===== src/rtl/muldiv_unit_if.sv =====
// Request/response bundle between the execute stage and the RV32M multiply/divide unit.
// The stage drives the request side; the unit returns busy/done and the registered result.
interface muldiv_unit_if #(
  parameter int DATA_WIDTH = 32
);
  logic                  start;
  logic [2:0]            op;
  logic [DATA_WIDTH-1:0] SrcA;
  logic [DATA_WIDTH-1:0] SrcB;
  logic                  busy;
  logic                  done;
  logic [DATA_WIDTH-1:0] Result;

  modport master (
    output start, op, SrcA, SrcB,
    input  busy, done, Result
  );

  modport slave (
    input  start, op, SrcA, SrcB,
    output busy, done, Result
  );
endinterface


===== src/rtl/muldiv_unit.sv =====
// Iterative RV32M multiply/divide: radix-2 shift-add multiplier and restoring divider on
// operand magnitudes, followed by one sign-correction cycle. One operation in flight at a time.
module muldiv_unit #(
  parameter int DATA_WIDTH = 32
) (
  input  logic         clk,
  input  logic         rst,
  muldiv_unit_if.slave bus
);
  localparam int W  = DATA_WIDTH;
  localparam int CW = $clog2(W);

  typedef enum logic [1:0] {IDLE, CALC, FIX, DONE} state_t;

  state_t state, state_next;

  logic         accept, div_zero, dz_pend;
  logic         sign_a, sign_b;
  logic [W-1:0] mag_a, mag_b;

  logic [2:0]    op_q;
  logic          neg_q, neg_r;
  logic [CW-1:0] cnt;
  logic [W-1:0]  opnd;
  logic [2*W-1:0] prod, prod_next, prod_fix;
  logic [W-1:0]  rem, quot, quot_fix, rem_fix, dz_val, fix_val;
  logic [W:0]    mul_sum, rem_shift, rem_diff;

  // MULH/DIV/REM treat both operands as signed; MULHSU only rs1.
  assign sign_a = bus.SrcA[W-1] && (bus.op inside {3'b001, 3'b010, 3'b100, 3'b110});
  assign sign_b = bus.SrcB[W-1] && (bus.op inside {3'b001, 3'b100, 3'b110});
  assign mag_a  = sign_a ? -bus.SrcA : bus.SrcA;
  assign mag_b  = sign_b ? -bus.SrcB : bus.SrcB;

  assign div_zero = bus.op[2] && (bus.SrcB == '0);
  assign accept   = bus.start && !dz_pend && (state == IDLE || state == DONE);

  // NOTE: every variable driven here gets a default first so no path leaves it unassigned,
  // which would otherwise infer a latch.
  always_comb begin
    state_next = state;
    case (state)
      IDLE, DONE: begin
        state_next = IDLE;
        if (dz_pend)                   state_next = DONE;
        else if (accept && !div_zero) state_next = CALC;
      end
      CALC:    if (cnt == CW'(W - 1)) state_next = FIX;
      FIX:     state_next = DONE;
      default: state_next = IDLE;
    endcase
  end

  // One iteration of each algorithm. The remainder always stays below the divisor, so it
  // is stored in W bits; the trial subtract runs W+1 wide and its MSB is the borrow.
  always_comb begin
    mul_sum   = {1'b0, prod[2*W-1:W]} + (prod[0] ? {1'b0, opnd} : '0);
    prod_next = {mul_sum, prod[W-1:1]};
    rem_shift = {rem, quot[W-1]};
    rem_diff  = rem_shift - {1'b0, opnd};
  end

  always_comb begin
    prod_fix = neg_q ? -prod : prod;
    quot_fix = neg_q ? -quot : quot;
    rem_fix  = neg_r ? -rem  : rem;
    fix_val  = '0;
    case (op_q)
      3'b000:                 fix_val = prod_fix[W-1:0];
      3'b001, 3'b010, 3'b011: fix_val = prod_fix[2*W-1:W];
      3'b100, 3'b101:         fix_val = quot_fix;
      default:                fix_val = rem_fix;
    endcase
  end

  // Control and output registers. A divide by zero spends one non-busy cycle in IDLE with
  // dz_pend set, so its result appears one edge after acceptance.
  // NOTE: clocked state uses non-blocking assignments so every flop samples pre-edge values.
  always_ff @(posedge clk) begin
    if (rst) begin
      state      <= IDLE;
      dz_pend    <= 1'b0;
      bus.busy   <= 1'b0;
      bus.done   <= 1'b0;
      bus.Result <= '0;
    end else begin
      state    <= state_next;
      dz_pend  <= accept && div_zero;
      bus.busy <= (state_next == CALC) || (state_next == FIX);
      bus.done <= (state_next == DONE);
      if (state == FIX)  bus.Result <= fix_val;
      else if (dz_pend)  bus.Result <= dz_val;
    end
  end

  // NOTE: the datapath has no reset; every field is loaded on acceptance before it is read.
  always_ff @(posedge clk) begin
    if (accept) begin
      op_q   <= bus.op;
      neg_q  <= sign_a ^ sign_b;
      neg_r  <= sign_a;
      opnd   <= bus.op[2] ? mag_b : mag_a;
      prod   <= {{W{1'b0}}, mag_b};
      rem    <= '0;
      quot   <= mag_a;
      cnt    <= '0;
      dz_val <= bus.op[1] ? bus.SrcA : '1;
    end else if (state == CALC) begin
      cnt <= cnt + CW'(1);
      if (op_q[2]) begin
        if (!rem_diff[W]) begin
          rem  <= rem_diff[W-1:0];
          quot <= {quot[W-2:0], 1'b1};
        end else begin
          rem  <= rem_shift[W-1:0];
          quot <= {quot[W-2:0], 1'b0};
        end
      end else begin
        prod <= prod_next;
      end
    end
  end
endmodule


===== src/flat_wrapper.sv =====
// flat-port wrapper written by rule: the top's interface ports become plain ports
module muldiv_unit_flat 
#(
  parameter int DATA_WIDTH = 32
)
  (clk, rst, bus_start, bus_op, bus_SrcA, bus_SrcB, bus_busy, bus_done, bus_Result);
  muldiv_unit_if #(.DATA_WIDTH(DATA_WIDTH)) bus_i ();
  input  logic clk;
  input  logic rst;
  input wire logic [$bits(bus_i.start)-1:0] bus_start;
  input wire logic [$bits(bus_i.op)-1:0] bus_op;
  input wire logic [$bits(bus_i.SrcA)-1:0] bus_SrcA;
  input wire logic [$bits(bus_i.SrcB)-1:0] bus_SrcB;
  output wire logic [$bits(bus_i.busy)-1:0] bus_busy;
  output wire logic [$bits(bus_i.done)-1:0] bus_done;
  output wire logic [$bits(bus_i.Result)-1:0] bus_Result;
  assign bus_i.start = bus_start;
  assign bus_i.op = bus_op;
  assign bus_i.SrcA = bus_SrcA;
  assign bus_i.SrcB = bus_SrcB;
  assign bus_busy = bus_i.busy;
  assign bus_done = bus_i.done;
  assign bus_Result = bus_i.Result;
  muldiv_unit #(.DATA_WIDTH(DATA_WIDTH)) u_core (.clk(clk), .rst(rst), .bus(bus_i));
endmodule

===== config.mk =====
export PLATFORM = sky130hd
export DESIGN_NAME = muldiv_unit_flat
export DESIGN_NICKNAME = d
export VERILOG_FILES = /design/src/rtl/muldiv_unit_if.sv /design/src/rtl/muldiv_unit.sv /design/src/flat_wrapper.sv
export SDC_FILE = /design/constraint.sdc
export NUM_CORES = 1
export LEC_CHECK = 0
export CAP_MARGIN = 5
export CORE_MARGIN = 8
export CORE_UTILIZATION = 40
export CTS_BUF_LIST = sky130_fd_sc_hd__clkbuf_4
export CTS_CLUSTER_DIAMETER = 80
export DETAILED_ROUTE_END_ITERATION = 10
export GPL_ROUTABILITY_DRIVEN = 0
export PLACE_DENSITY = 0.55
export SLEW_MARGIN = 30
export SYNTH_ARGS = -nofsm -noshare
export SYNTH_HDL_FRONTEND = slang
export SYNTH_SLANG_ARGS = --single-unit
export TNS_END_PERCENT = 10

===== constraint.sdc =====
create_clock -name clk -period 11.1 [get_ports clk]
set_input_delay 2.22 -clock clk [delete_from_list [all_inputs] [get_ports clk]]
set_output_delay 2.22 -clock clk [all_outputs]
set_load 0.05 [all_outputs]

Word-level counts from Yosys, hierarchy flattened
Cells that the tools add are included.
- bits in registers: 239
- latch bits: 0
- RAM bits: 0
- memory bits (read-only): 0
- input port bits: 70
- output and inout port bits: 34
- logic and storage cells: 90
- memories kept: 0
- add/subtract/negate cells: 8
- multipliers: 0
- div/mod/pow operators: 0
- $lt $le $gt $ge: 0
- equality and inequality tests: 17
- shifts and indexed selects: 0
- muxes and demuxes: 22
- bitwise logic cells: 2
- reduce and logical (&&, ||, !) cells: 26
- operator list (cell ; count):
    $mux W32 ; 15
    $neg A32 Y32 ; 4
    $pmux W32 S3 ; 1
    $mux W64 ; 1
    $neg A64 Y64 ; 1
    $add A32 B32 Y33 ; 1
    $sub A33 B32 Y33 ; 1
    $logic_not A32 Y1 ; 1
    $eq A3 B3 Y1 const B ; 4
    $eq A3 B2 Y1 const B ; 3
    $eq A2 B2 Y1 const B ; 4
    $reduce_and A2 Y1 ; 4
    $logic_and A1 B1 Y1 ; 7
    $eq A3 B1 Y1 const B ; 2
    $pmux W2 S3 ; 1
    $reduce_bool A2 Y1 ; 3
    $add A5 B1 Y5 const B ; 1
    $eq A5 B5 Y1 const B ; 1
    $eq A2 B1 Y1 const B ; 2
    $mux W2 ; 2
    $reduce_bool A4 Y1 ; 1
    $reduce_or A2 Y1 ; 2
    $logic_not A3 Y1 ; 1
    $reduce_bool A3 Y1 ; 1
    other kinds (8) ; 11

Depth between registers and ports, before layout
- depth after elaboration: 9
- gate-level depth with buffers: 14
- depth with buffers taken out: 12

Least setup slack after synthesis
OpenSTA, ideal clock, no wires.
- kind: input port to flip-flop
- start point: input bus_SrcB[1]
- end point: register u_core.bus.busy
- library setup time: 123 ps
- arrival time: 5131 ps
- required time: 10977 ps
- slack: 5846 ps
- stages on the path: 12
- path buffers: 0
- path through: inv_1 -> ha_1 -> or4b_1 -> or4_1 -> or3_1 -> nor4b_2 -> and2_1 -> nand4b_1 -> a21oi_1 -> a21oi_1 -> ha_1 -> nor2b_1
- word-level cells in the longest chain between the ends: 9
- elaborated cells between the ends (all ways): 10
- those cells by class: eq/ne (2); mux (3); reduce/logical (5)
- RTL lines (item ; RTL line ; RTL):
    start, declared ; flat_wrapper.sv:13 ; input wire logic [$bits(bus_i.SrcB)-1:0] bus_SrcB;
    $logic_not A32 Y1 * ; muldiv_unit.sv:35 ; assign div_zero = bus.op[2] && (bus.SrcB == '0);
    $logic_and A1 B1 Y1 * ; muldiv_unit.sv:35 ;
    $logic_not A1 Y1 * ; muldiv_unit.sv:46 ; else if (accept && !div_zero) state_next = CALC;
    $logic_and A1 B1 Y1 * ; muldiv_unit.sv:46 ;
    $mux W1 * ; muldiv_unit.sv:46 ;
    $mux W2 * ; muldiv_unit.sv:45 ; if (dz_pend) state_next = DONE;
    $pmux W2 S3 * ; muldiv_unit.sv:42 ; case (state)
    via u_core.state_next[0] ; muldiv_unit.sv:15 ; state_t state, state_next;
    $eq A2 B1 Y1 or $eq A2 B2 Y1 (tied branches) ; muldiv_unit.sv:89 ; bus.busy <= (state_next == CALC) || (state_next == FIX);
    $logic_or A1 B1 Y1 * ; muldiv_unit.sv:89 ;
    end signal, assigned ; muldiv_unit.sv:89 ;
    end, declared ; muldiv_unit_if.sv:21 ; output busy, done, Result
The timed path passes the listed nets; every way through them passes the cells marked *.
A chain may end at the register's enable or synchronous reset.

Worst setup path after layout
- start point: input bus_SrcB[0]
- end point: register u_core.bus.busy
Same word-level chain as after synthesis.

==> results.py <==
metrics = {
    "synthesis": {
        "synthDominantAreaCellType": "sky130_fd_sc_hd__edfxtp_1",
        "yosysWarnings": 0,
        "synth_cells": 2132,
        "postSynthRegisterBits": 239,
        "mappedNetlistNets": 2278,
        "synth_xor_area_frac": 0.113,
        "synth.mux.area_fraction": 0.0171,
        "synthAdderAreaFrac": 0.0549,
        "synthDominantCellAreaShare": 0.227,
        "synth_compound_area_frac": 0.215,
        "count_of_flip_flops_with_a_built_in_enable_after_synthesis": 133,
        "synth_top_family_by_area": "compound AO/OA/AOI/OAI gates",
        "yosys_most_used_dff": "sky130_fd_sc_hd__edfxtp_1",
        "distinct_cell_type_count_after_synthesis": 75,
        "synth_area_leaders": "sky130_fd_sc_hd__edfxtp_1 23%, sky130_fd_sc_hd__dfxtp_1 12%, sky130_fd_sc_hd__nand2_1 6.3%, sky130_fd_sc_hd__xnor2_1 5.8%, sky130_fd_sc_hd__xor2_1 5.5%",
        "synthesis.area_per_instance_um2": 8.26,
        "synth-seq-area-share": 0.347,
        "async_reset_ff_frac": 0,
        "yosys.area_share.simple": 0.213,
        "mappedNetlistArea_um2": 17600,
    },
    "placed_design": {
        "detailed_place_hpwl_mm": 50.3,
        "place_ws_ps": 4660,
        "port-buffer-count": 103,
        "dpl_cell_area_um2": 19200,
    },
    "drt": {
        "detailroute.via_count": 17000,
        "postRouteWirelength_mm": 66.3,
        "firstDrtPassIters": 6,
        "drt_iter0_markers": 1757,
        "drt_drc_violations_left": 0,
        "post_drt_via_cell_ratio": 5.89,
        "routedWlPerCell_um": 23.0,
        "ant_nets": 0,
    },
    "run_status": {
        "outcome": "complete, no violations",
    },
    "critical_path": {
        "worst-path-max-fanout": 6,
        "critical_path_arrival_ps": 6410,
        "setup.worst_path.end_class": "register",
        "sort_of_element_at_the_start_of_the_critical_path": "input port",
        "worst_reg2reg_startpoint": "u_core.prod[2]$_DFFE_PP_",
        "ws_path_type": "input port to register",
        "crit_required_ps": 11760,
        "critPathLaunch": "bus_SrcB[0]",
    },
    "clock_tree": {
        "tritoncts_buffers": 73,
        "tritoncts_num_sinks": 239,
        "cts_tree": "done",
        "holdBufCountCts": 0,
        "clock_tree.buffer_depth": 3,
        "post_cts_resize_count": 0,
        "cts.reportedPaths.clkPinSlew_ps": 60,
        "cts_htree_levels": 3,
        "cts_root_buf": "sky130_fd_sc_hd__clkbuf_4",
        "insertion_delay_to_the_later_sink_of_the_worst_skew_pair_ps": 830,
        "cts_setup_buffers": 0,
    },
    "timing": {
        "clock.fmax_mhz": 174,
        "relSlewSlack": 0.379,
        "worst_slew_pin_slew_ps": 923,
        "final.setup_skew_ps": 60.5,
        "fin_crit_sh": 0.518,
        "postLayoutSetupSlackWorst_ps": 5350,
        "setup-violations-final": 0,
        "fin_tns_setup_ps": 0,
        "hold_viol": 0,
        "unrepaired_setup_endpoints_after_global_routing": "false",
        "layout_min_cycle_time_ps": 5750,
        "hold-worst-slack_ps": 467,
        "timing.final.max_slew_violations": 0,
    },
    "global_routing": {
        "global_route.usage.total": 0.254,
        "first_global_vias": 16100,
        "grt_start_max_net_pins": 73,
        "antenna_found_initial": 3,
        "grt.overflow.total": 0,
        "grt_first_pass_wirelength_mm": 98.8,
    },
    "floorplanning": {
        "core_um2": 43800,
        "dieArea_um2": 51000,
        "rows": 77,
        "floorplan.initialDensity": 0.402,
        "floorplan.io_pins": 104,
        "die_width_um": 226,
        "die_height_um": 226,
    },
    "final_layout": {
        "layout.cells.most_common": "sky130_fd_sc_hd__nand2_1",
        "finish.net_count": 2372,
        "synthToLayoutAreaGrowth_pct": 14.3,
        "final_design_area_no_fill_um2": 20100,
        "final_cell_mix": "294 x sky130_fd_sc_hd__nand2_1, 164 x sky130_fd_sc_hd__o21ai_0, 155 x sky130_fd_sc_hd__nor2_1, 154 x sky130_fd_sc_hd__a21oi_1, 133 x sky130_fd_sc_hd__edfxtp_1",
        "drive_gt1_frac": 0.0768,
    },
    "power": {
        "power.static_leakage_nw": 7.71,
        "power.density_cell_area_nw_per_um2": 254,
        "post-layout-total-power_w": 0.00511,
        "vdd.ir_drop.worst_uv": 135,
    },
    "worst_hold_path": {
        "worstHoldPathType": "register to register",
        "holdCritStartpoint": "u_core.bus.Result[7]$_SDFFE_PP0P_",
    },
    "flow_run": {
        "timing.max_cap.violations": 0,
    },
}
==> cells in the mapped netlist, drive strengths merged (25+ instances only) <==
master	count
a211oi	27
a21o	25
a21oi	155
clkbuf	97
dfxtp	106
edfxtp	133
ha	74
inv	72
mux2i	30
nand2	296
nand2b	50
nand3	69
nor2	156
nor2b	27
nor3	48
o21ai	165
o311ai	28
o31ai	46
xnor2	116
xor2	111
==> worst max-delay path: stages <==
cell	delay [ps]
sky130_fd_sc_hd__clkdlybuf4s50_1	460
sky130_fd_sc_hd__inv_1	100
sky130_fd_sc_hd__ha_1	190
sky130_fd_sc_hd__or4b_1	450
sky130_fd_sc_hd__or4_1	480
sky130_fd_sc_hd__or3_1	440
sky130_fd_sc_hd__nor4b_2	590
sky130_fd_sc_hd__and2_1	400
sky130_fd_sc_hd__nand4b_1	310
sky130_fd_sc_hd__a21oi_1	240
sky130_fd_sc_hd__a21oi_1	100
sky130_fd_sc_hd__ha_1	290
sky130_fd_sc_hd__nor2b_1	130
==> state kept, by name, indices dropped and copies added, names as in the netlist <==
name / cells
u_core.prod: 64
u_core.bus.Result: 32
u_core.dz_val: 32
u_core.opnd: 32
u_core.quot: 32
u_core.rem: 32
u_core.cnt: 5
u_core.op_q: 3
u_core.state: 2
u_core.bus.busy: 1
u_core.bus.done: 1
u_core.dz_pend: 1
u_core.neg_q: 1
u_core.neg_r: 1
==> layout make-up <==
cell class / count / area (um2)
antenna: 8 / 20.0
clock buffer: 109 / 818
clock inverter: 20 / 109
fill: 4384 / 23700
inverter: 74 / 280
multi-input combinational: 1708 / 10800
sequential: 239 / 6120
tap: 592 / 741
timing repair buffer: 130 / 1230
==> report_power, final <==
part / internal (W) / total (W) / switching, W
registers: 0.00132 / 0.00166 / 0.000343
clock network: 0.000471 / 0.000890 / 0.000420
logic: 0.000859 / 0.00255 / 0.00169
total: 0.00265 / 0.00511 / 0.00246
==> per-stage QoR <==
step / std cells / utilization
finish: 2880 / 0.459
CTS: 2872 / 0.459
global placement: 2742 / 0.437
global route: 2878 / 0.459
floorplan: 2132 / -
detailed placement: 2743 / 0.438
==> logic make-up (layout without fill, tap and decap cells) <==
logic type / Yosys count / in the layout
and+or+nand+nor: 785 / 785
AOI/OAI and AO/OA: 590 / 590
DFF: 239 / 239
xor gates and xnor gates: 227 / 227
buffers and inverters: 185 / 333
adders and majority gates: 76 / 76
muxes: 30 / 30
other: 0 / 8
==> path summary, 6_finish.rpt <==
check	end	slack, ps	depth (start not counted)
worst max register to register	u_core.bus.Result[13]$_SDFFE_PP0P_	6880	9
worst min register to register	u_core.bus.Result[7]$_SDFFE_PP0P_	470	2
worst min-delay path	u_core.bus.Result[7]$_SDFFE_PP0P_	470	2
worst max-delay path	u_core.bus.busy$_SDFF_PP0_	5350	13
==> routing by layer <==
| metal | vias to the layer above | wire [um] | track usage |
|---|---|---|---|
| met1 | 8032 | 28000 | 0.332 |
| met2 | 749 | 29600 | 0.394 |
| li1 | 8030 | - | - |
| met5 | - | 0 | 0 |
| met4 | 0 | 3100 | 0.121 |
| met3 | 142 | 5570 | 0.0596 |
Note: power is estimated with default switching activity, not from simulation.
